===== src/rtl/paint_brush_writer.sv =====
// Square-brush pixel writer: paints a clipped (2r+1)x(2r+1) square or clears the
// whole frame, issuing one registered framebuffer write per cycle.
module paint_brush_writer #(
  parameter int N     = 19,
  parameter int H_RES = 640,
  parameter int V_RES = 480
) (
  input  logic         clk,
  input  logic         reset,
  input  logic         start,
  input  logic [9:0]   x,
  input  logic [8:0]   y,
  input  logic [2:0]   radius,
  input  logic [23:0]  color,
  input  logic         erase,
  input  logic         clear,
  output logic         busy,
  output logic         done,
  output logic [N-1:0] wr_addr,
  output logic         wren,
  output logic [6:0]   wr_data
);

  typedef enum logic [1:0] {IDLE, STROKE, CLEAR, DONE} state_t;

  localparam logic [N-1:0]       H_RES_N   = N'(H_RES);
  localparam logic [N-1:0]       LAST_ADDR = N'(H_RES * V_RES - 1);
  localparam logic [9:0]         X_MAX     = 10'(H_RES - 1);
  localparam logic [8:0]         Y_MAX     = 9'(V_RES - 1);
  localparam logic signed [11:0] X_MAX_S   = 12'(H_RES - 1);
  localparam logic signed [11:0] Y_MAX_S   = 12'(V_RES - 1);

  state_t       state_q, state_d;
  logic [9:0]   px_q, px_d, x0_q, x0_d, x1_q, x1_d;
  logic [8:0]   py_q, py_d, y1_q, y1_d;
  logic [N-1:0] row_base_q, row_base_d;
  logic [N-1:0] wr_addr_q, wr_addr_d;
  logic [6:0]   wr_data_q, wr_data_d;
  logic         wren_q, wren_d, busy_q, busy_d, done_q, done_d;

  logic [2:0]         code;
  logic signed [11:0] xs, ys, rs, x_lo, x_hi, y_lo, y_hi;
  logic [9:0]         x0_c, x1_c;
  logic [8:0]         y0_c, y1_c;
  logic [N-1:0]       base_c;

  always_comb begin
    code = 3'd0;
    if (!erase) begin
      case (color)
        24'hFFFFFF: code = 3'd1;
        24'h000001: code = 3'd2;
        24'hFF0000: code = 3'd3;
        24'h0000FF: code = 3'd4;
        24'hFFFF00: code = 3'd5;
        24'h00FF00: code = 3'd6;
        24'hFF00FF: code = 3'd7;
        default:    code = 3'd0;
      endcase
    end
  end

  // Signed 12-bit bound arithmetic so x-r below zero cannot wrap.
  always_comb begin
    xs   = signed'({2'b00, x});
    ys   = signed'({3'b000, y});
    rs   = signed'({9'd0, radius});
    x_lo = xs - rs;
    x_hi = xs + rs;
    y_lo = ys - rs;
    y_hi = ys + rs;
    x0_c = (x_lo < 0) ? '0 : x_lo[9:0];
    x1_c = (x_hi > X_MAX_S) ? X_MAX : x_hi[9:0];
    y0_c = (y_lo < 0) ? '0 : y_lo[8:0];
    y1_c = (y_hi > Y_MAX_S) ? Y_MAX : y_hi[8:0];
    // Constant-coefficient product, only evaluated once per stroke launch.
    base_c = N'(y0_c) * H_RES_N;
  end

  always_comb begin
    state_d    = state_q;
    px_d       = px_q;
    py_d       = py_q;
    x0_d       = x0_q;
    x1_d       = x1_q;
    y1_d       = y1_q;
    row_base_d = row_base_q;
    wr_addr_d  = wr_addr_q;
    wr_data_d  = wr_data_q;
    wren_d     = 1'b0;
    busy_d     = 1'b0;
    done_d     = 1'b0;
    case (state_q)
      IDLE: begin
        if (clear) begin
          state_d   = CLEAR;
          wr_addr_d = '0;
          wr_data_d = '0;
          wren_d    = 1'b1;
          busy_d    = 1'b1;
        end else if (start) begin
          state_d    = STROKE;
          px_d       = x0_c;
          py_d       = y0_c;
          x0_d       = x0_c;
          x1_d       = x1_c;
          y1_d       = y1_c;
          row_base_d = base_c;
          wr_addr_d  = base_c + N'(x0_c);
          wr_data_d  = {4'd0, code};
          wren_d     = 1'b1;
          busy_d     = 1'b1;
        end
      end
      STROKE: begin
        if (px_q == x1_q && py_q == y1_q) begin
          state_d = DONE;
          done_d  = 1'b1;
        end else begin
          wren_d = 1'b1;
          busy_d = 1'b1;
          if (px_q == x1_q) begin
            px_d       = x0_q;
            py_d       = py_q + 9'd1;
            row_base_d = row_base_q + H_RES_N;
            wr_addr_d  = row_base_d + N'(x0_q);
          end else begin
            px_d      = px_q + 10'd1;
            wr_addr_d = wr_addr_q + N'(1);
          end
        end
      end
      CLEAR: begin
        if (wr_addr_q == LAST_ADDR) begin
          state_d = DONE;
          done_d  = 1'b1;
        end else begin
          wr_addr_d = wr_addr_q + N'(1);
          wren_d    = 1'b1;
          busy_d    = 1'b1;
        end
      end
      DONE: state_d = IDLE;
      default: state_d = IDLE;
    endcase
  end

  always_ff @(posedge clk) begin
    if (reset) begin
      state_q    <= IDLE;
      px_q       <= '0;
      py_q       <= '0;
      x0_q       <= '0;
      x1_q       <= '0;
      y1_q       <= '0;
      row_base_q <= '0;
      wr_addr_q  <= '0;
      wr_data_q  <= '0;
      wren_q     <= 1'b0;
      busy_q     <= 1'b0;
      done_q     <= 1'b0;
    end else begin
      state_q    <= state_d;
      px_q       <= px_d;
      py_q       <= py_d;
      x0_q       <= x0_d;
      x1_q       <= x1_d;
      y1_q       <= y1_d;
      row_base_q <= row_base_d;
      wr_addr_q  <= wr_addr_d;
      wr_data_q  <= wr_data_d;
      wren_q     <= wren_d;
      busy_q     <= busy_d;
      done_q     <= done_d;
    end
  end

  assign busy    = busy_q;
  assign done    = done_q;
  assign wr_addr = wr_addr_q;
  assign wren    = wren_q;
  assign wr_data = wr_data_q;

endmodule


===== config.mk =====
export PLATFORM = sky130hd
export DESIGN_NAME = paint_brush_writer
export DESIGN_NICKNAME = d
export VERILOG_FILES = /design/src/rtl/paint_brush_writer.sv
export SDC_FILE = /design/constraint.sdc
export NUM_CORES = 1
export LEC_CHECK = 0
export CAP_MARGIN = 20
export CELL_PAD_IN_SITES_DETAIL_PLACEMENT = 0
export CELL_PAD_IN_SITES_GLOBAL_PLACEMENT = 1
export CORE_ASPECT_RATIO = 0.75
export CORE_MARGIN = 2
export CORE_UTILIZATION = 42
export DETAILED_ROUTE_END_ITERATION = 8
export MAX_ROUTING_LAYER = met4
export PLACE_DENSITY_LB_ADDON = 0.1
export SLEW_MARGIN = 20
export SYNTH_ARGS = -nofsm -noshare
export SYNTH_HDL_FRONTEND = slang
export SYNTH_SLANG_ARGS = --single-unit

===== constraint.sdc =====
create_clock -name clk -period 6.3 [get_ports clk]
set_input_delay 0.945 -clock clk [delete_from_list [all_inputs] [get_ports clk]]
set_output_delay 0.945 -clock clk [all_outputs]
set_load 0.05 [all_outputs]

==> results.md, run 1 <==
- Design Area, Final: 8243 µm²
- R2R depth: 6
- Switching share of power: between 40% and 50%
- Leak: between 3 and 4 nW
- Worst setup path class: primary input to register
- Die width: about 150 µm
- Die footprint: 17850 µm²
- DP Wirelength: 15580 µm
- Measured slew at the worst slew-check pin: 1.104 ns
- Flops & latches, synth: 86
- Drt via density: 5.813
- Req. time, crit path: 6.50 ns
- Initial DRC count: 620
- Sequential power share: 28.6%
- Max stage delay on crit path: 0.62 ns
- Fin crit period: 5.773 ns
- Origin of the critical flop-to-flop path: px_q[4]$_SDFFE_PP0P_
- Synth Cell Area: 7052 µm²
- Worst reg2reg path endpoint: wr_addr[12]$_SDFFE_PP0P_
- Power per cell area: 347.9 nW/µm²
- Final setup TNS: 0 ns
- Reg-to-reg slack, setup: about 3.0 ns
- Synth Area per Inst: 7.446 µm²
- Distinct cells, synth: 72
- CP endpoint kind: register
- Highest clock rate: 173.2 MHz
- All-Layer GR Usage: between 20% and 30%
- CP top delay family: simple AND/OR/NAND/NOR gates
- Combinational share of power: a little over half
- Antenna violations before repair: 0
- First-pass GRT wire length: 35090 µm
- Via count: 7005
- Syn Inst Count: 947
- RSZ-0062 raised after global routing: no
- Tot Pwr: around 2.9 mW
- Post-CTS Resized: 0
- P_int: 1.511 mW
- Max-cap viol count: 0
- Sw Pwr: roughly 1.4 mW
- Gr ovfl total: 0
- Site row count: 40
- GP Congestion: 0.8518
- Hold depth: 2
- CTS H-Tree Depth: 3
- DRC: 0
- Placed Cells: 1189
- Layout cell share with drive strength beyond 1: 5.327%
- Total CTS buffers: 9
- Worst Skew: 0.009889 ns
- Area grow syn2layout: 16.89%
- Crit-path max FO: 7
- Final WL: 21380 µm
- Synth async-reset ratio: 0%
- Critical path buffers and inverters: 3
- Clk_lat worst skew: 0.35 ns
- Vias in the first global route: 6374
- Antenna viol nets, final: 0
- Port bufs: 75
- Final Setup Violations: 0
- Commonest non-fill, non-tap cell in the layout: nor2_1
- Final period util: roughly nine tenths
- Critical-path cell list: clkdlybuf4s50_1, inv_1, ha_1, nor2b_1, o21ai_0, nand3_1, nor4_1, buf_4, nor2_1, ha_1, ha_1, and3_1, a2111oi_0, xnor2_1, and3_1, xor2_1, a221oi_1, a21oi_1
- Max-Slew Margin vs Limit: 25.86%
- Yosys warns: 0
- CTS tree: yes
- Per-cell routed wire length: 17.75 µm
- CP dominant cell by count: ha_1
- Status: finished, final reports clean
- Final net count: 1087
- Final Max Tran Viols: 0
- Die Height: 116.2 µm
- Clk pwr share: 19.3%
- Post-synth EDFFs: 0
- Most used DFF post-synth: dfxtp_1
- Slowest cell on the critical path: a2111oi_0
- CP arrival: ~6 ns
- IO Pins: 80
- Clk sinks: 86
- Hold_sp: x0_q[3]$_SDFFE_PP0P_
- Number of antenna diodes: 0
- Largest net degree at the start of global routing: 58
- Startpoint Class: primary input
- Reg clk slew, reported paths: 0.07 ns
- Commonest cells after routing, fill and taps aside: nor2_1 (98), o21ai_0 (90), nand2_1 (86), dfxtp_1 (86), a21oi_1 (81)
- Worst VDD drop: 200.4 µV
- Min-Delay Path Class: register to register
- Pre-Repair DR Iteration Count: 7
- Starting density of the core: 43.49%
- Clk root buf: clkbuf_16
- Final Hold Fails: 0
- Core footprint: 16220 µm²
- Placed cell area: 7930 µm²
- Final Non-Filler Cells: 1205
- Sequential-to-total area share from yosys stat: 24.41%
- Hold Crit Endpoint: x0_q[3]$_SDFFE_PP0P_
- Cts hold-fix bufs: 0
- Post-CTS Setup Repair Bufs: 0
- Bufs on Longest Clock Path: 2
[layout make-up]
| class | count | area, µm² |
|---|---|---|
| Clock buffer | 9 | 225.2 |
| Clock inverter | 7 | 78.83 |
| Fill cell | 1668 | 7973 |
| Inverter | 30 | 112.6 |
| Multi-Input combinational cell | 774 | 4991 |
| Sequential cell | 86 | 1722 |
| Tap cell | 210 | 262.8 |
| Timing Repair Buffer | 89 | 850.8 |
[per-layer routing]
layer | up-vias | track usage [%] | wire (µm)
met4 | 0 | 4.526 | 145
met2 | 184 | 37.13 | 8984
met1 | 3305 | 36.24 | 10990
met3 | 13 | 4.601 | 1266
li1 | 3503 | - | -
met5 | - | - | 0
[synth_stat cells (11+ instances only)]
master	count	area [µm²]
inv_1	30	112.6
a31oi_1	11	68.82
a211oi_1	16	120.1
ha_1	40	500.5
nand4_1	17	106.4
o211ai_1	15	112.6
nor3_1	29	145.1
a21oi_1	81	405.4
nor2b_1	14	87.58
and2_1	11	68.82
nor2_1	98	367.9
o21ai_0	90	450.4
xnor2_1	44	385.4
clkbuf_1	43	161.4
and3_1	14	87.58
xor2_1	37	324.1
dfxtp_1	86	1722
nand3_1	26	130.1
nand2_1	86	322.8
[worst register-to-register path: stages (launching register included)]
cell,delay [ns]
dfxtp_1,0.47
xor2_1,0.14
nor4_2,0.40
nand3_1,0.60
nor3_1,1.07
a221oi_1,0.23
o41ai_1,0.29
[logic make-up after synthesis]
family,synth area share [%]
buf+inv,5.287
simple gates,23.85
fa+ha+maj,8.801
flops,24.41
mux,1.632
other cells,0.05318
compound gates,25.91
xor+xnor,10.06
[sequential cells by signal (all words and copies together), names as in the netlist]
register and cells:
wr_data 3, row_base_q 12, x0_q 10, px_q 10, wr_addr 19, x1_q 10
y1_q 9, state_q 2, py_q 9, done 1, busy 1
[power groups by stage]
stage / registers, mW / clock network [mW] / logic, mW
2_1_floorplan: 0.901 / 0 / 0.946
3_3_place_gp: 0.827 / 0 / 1.47
3_5_place_dp: 0.827 / 0 / 1.46
4_1_cts: 0.814 / 0.565 / 1.47
5_1_grt: 0.837 / 0.585 / 1.65
6_report: 0.820 / 0.554 / 1.49
[worst max path at each step]
| stage | start | to | slack, ns | cells after the start |
|---|---|---|---|---|
| after detailed placement | radius[1] | wr_addr[16]$_SDFFE_PP0P_ | 0.26 | 18 |
| after floorplan | radius[1] | wr_addr[16]$_SDFFE_PP0P_ | 1.07 | 17 |
| after CTS | radius[1] | wr_addr[16]$_SDFFE_PP0P_ | 0.59 | 18 |
| final | radius[1] | wr_addr[16]$_SDFFE_PP0P_ | 0.53 | 18 |
| after global placement | radius[1] | wr_addr[16]$_SDFFE_PP0P_ | 0.46 | 18 |
| after global routing | radius[1] | wr_addr[16]$_SDFFE_PP0P_ | 0.17 | 18 |
[through the flow]
step / hold WS [ns] / setup slack (ns) / utilization, %
2_1_floorplan: 0.4367 / 1.073 / -
3_3_place_gp: 0.4552 / 0.4590 / 48.90
3_5_place_dp: 0.4510 / 0.2615 / 48.90
4_1_cts: 0.4612 / 0.5924 / 50.78
5_1_grt: 0.4925 / 0.1739 / 50.83
6_report: 0.4627 / 0.5270 / 50.83
(Power assumes the default switching activity.)
==> run 2: changes to the inputs <==
--- a/config.mk
+++ b/config.mk
@@ -5,7 +5,6 @@
 export SDC_FILE = /design/constraint.sdc
 export NUM_CORES = 1
 export LEC_CHECK = 0
-export CAP_MARGIN = 20
 export CELL_PAD_IN_SITES_DETAIL_PLACEMENT = 0
 export CELL_PAD_IN_SITES_GLOBAL_PLACEMENT = 1
 export CORE_ASPECT_RATIO = 0.75
==> results of run 2 <==
No change in the layout: final DEF, timing and power equal those of run 1.
==> run 3: changes to the inputs <==
--- a/config.mk
+++ b/config.mk
@@ -5,6 +5,7 @@
 export SDC_FILE = /design/constraint.sdc
 export NUM_CORES = 1
 export LEC_CHECK = 0
+export ABC_CLOCK_PERIOD_IN_PS = 6300
 export CELL_PAD_IN_SITES_DETAIL_PLACEMENT = 0
 export CELL_PAD_IN_SITES_GLOBAL_PLACEMENT = 1
 export CORE_ASPECT_RATIO = 0.75
==> results of run 3 <==
No change in the layout: final DEF, timing and power equal those of run 1.
==> patch: new RTL, flow settings as in run 1 <==
The parameter `N` goes from 19 to 38.
--- a/src/rtl/paint_brush_writer.sv
+++ b/src/rtl/paint_brush_writer.sv
@@ -3,3 +3,3 @@
 module paint_brush_writer #(
-  parameter int N     = 19,
+  parameter int N     = 38,
   parameter int H_RES = 640,
Ports: changed (resized wr_addr); port bits go from 80 to 99. The function was not compared with the original's and may differ.
==> patch against run 1 <==
Wire length rose by 56%; design area rose by 43%; total power rose by 41%; worst setup slack improved by 0.29 ns; count of clock-buffer cells in the layout rose by 8; sequential cell count rose by 38; worst hold slack got worse by 0.0017 ns; synthesized area rose by 44%; largest power group unchanged; highest routed layer unchanged.
==> patch: results <==
group,metric,value,unit
worst_hold_path,hp-start,"wr_data[1]",
setup_path,reg2reg_to,"wr_addr[29]",
cells_and_area,final_nets,1500,
setup_path,critical_path_peak_fanout,6,
place,io_buffers,94,
logic_synthesis,synthCells,1360,
logic_synthesis,ys_top_cells_by_count,"173 x nor2_1, 124 x dfxtp_1, 124 x nand2_1, 77 x xnor2_1, 76 x a21oi_1",
logic_synthesis,ys_seq_area_share,24.43,%
logic_synthesis,synth_cell_types,87,
setup_path,critPathSlowestCell,"clkdlybuf4s50_1",
place,dpl_cell_area,11240,µm²
outcome,outcome,"complete, no violations",
place,place_congestion,0.9289,
setup_path,rr_startpoint,"row_base_q[11]",
sta,hold_slack,0.4610,ns
sta,clock_skew,0.009258,ns
clock_tree,clkLatencyLatePin,0.44,ns
detailed_routing,routed_wire_length_per_instance,19.34,µm
detailed_routing,drt_iter0_drc,895,
setup_path,reg2reg_depth,8,
pwr,p_leak,4.137,nW
cells_and_area,largest_reg_flops,38,
place,post-place-ws,0.3529,ns
clock_tree,numCtsBuffers,17,
cells_and_area,drive_gt1_share,6.215,%
detailed_routing,vias,10185,
global_route,grt_max_degree,67,
setup_path,cp_top_family,"compound AO/OA/AOI/OAI gates",
worst_hold_path,holdPathEnd,"wr_data[1]",
sta,tightest_slew,1.033,ns
logic_synthesis,synthTopCellsByArea,"dfxtp_1 24%, xnor2_1 6.6%, nor2_1 6.4%",
global_route,grt_usage,27.10,%
detailed_routing,via_per_inst,5.915,
detailed_routing,drtPass1Iterations,6,
setup_path,slowest_delay,0.65,ns
place,dp_hpwl,24.73,mm
global_route,antenna_found_initial,1,
patch: power by group:
group / internal, mW / switching (mW)
Sequential: 0.919 / 0.211
Combinational: 0.670 / 1.23
Clock: 0.587 / 0.423
Total: 2.18 / 1.86
patch: worst max path at each step:
stage	start	endpoint	slack (ns)
after floorplan	radius[1]	wr_addr[18]	1.52
after global placement	radius[1]	wr_addr[17]	0.48
after detailed placement	radius[1]	wr_addr[17]	0.35
after CTS	radius[1]	wr_addr[17]	0.77
after global routing	radius[1]	wr_addr[17]	0.51
final	radius[1]	wr_addr[17]	0.82
patch: final cells by class:
type | count | area (µm²)
Tap cell | 306 | 382.9
Timing Repair Buffer | 112 | 1074
Sequential cell | 124 | 2482
Clock buffer | 17 | 425.4
Multi-Input combinational cell | 1117 | 7181
Clock inverter | 15 | 165.2
Fill cell | 2406 | 12020
Inverter | 31 | 116.4
patch: cell families (layout without fill, tap and decap cells):
kind of cell / after synthesis / count (layout) / synth area share, %
XOR/XNOR: 121 / 121 / 10.43
flip-flops: 124 / 124 / 24.43
AO/OA/AOI/OAI: 342 / 342 / 22.24
adder cells (fa/ha/maj): 46 / 46 / 6.107
multiplexers: 15 / 15 / 1.527
other: 1 / 4 / 0.03690
AND/OR/NAND/NOR: 589 / 589 / 30.15
buffers and inverters: 122 / 175 / 5.085
patch: tightest hold or removal path, stage by stage, from the launching register on:
cell and delay (ns):
dfxtp_1 0.31, nand2_1 0.05, a21oi_1 0.05
patch: routing by layer:
layer  routed length (µm)  global-route usage, %
met1                17870                  42.76
met4                  368                  6.063
met2                12650                  34.56
met3                 2410                  4.989
met5                    0                      -
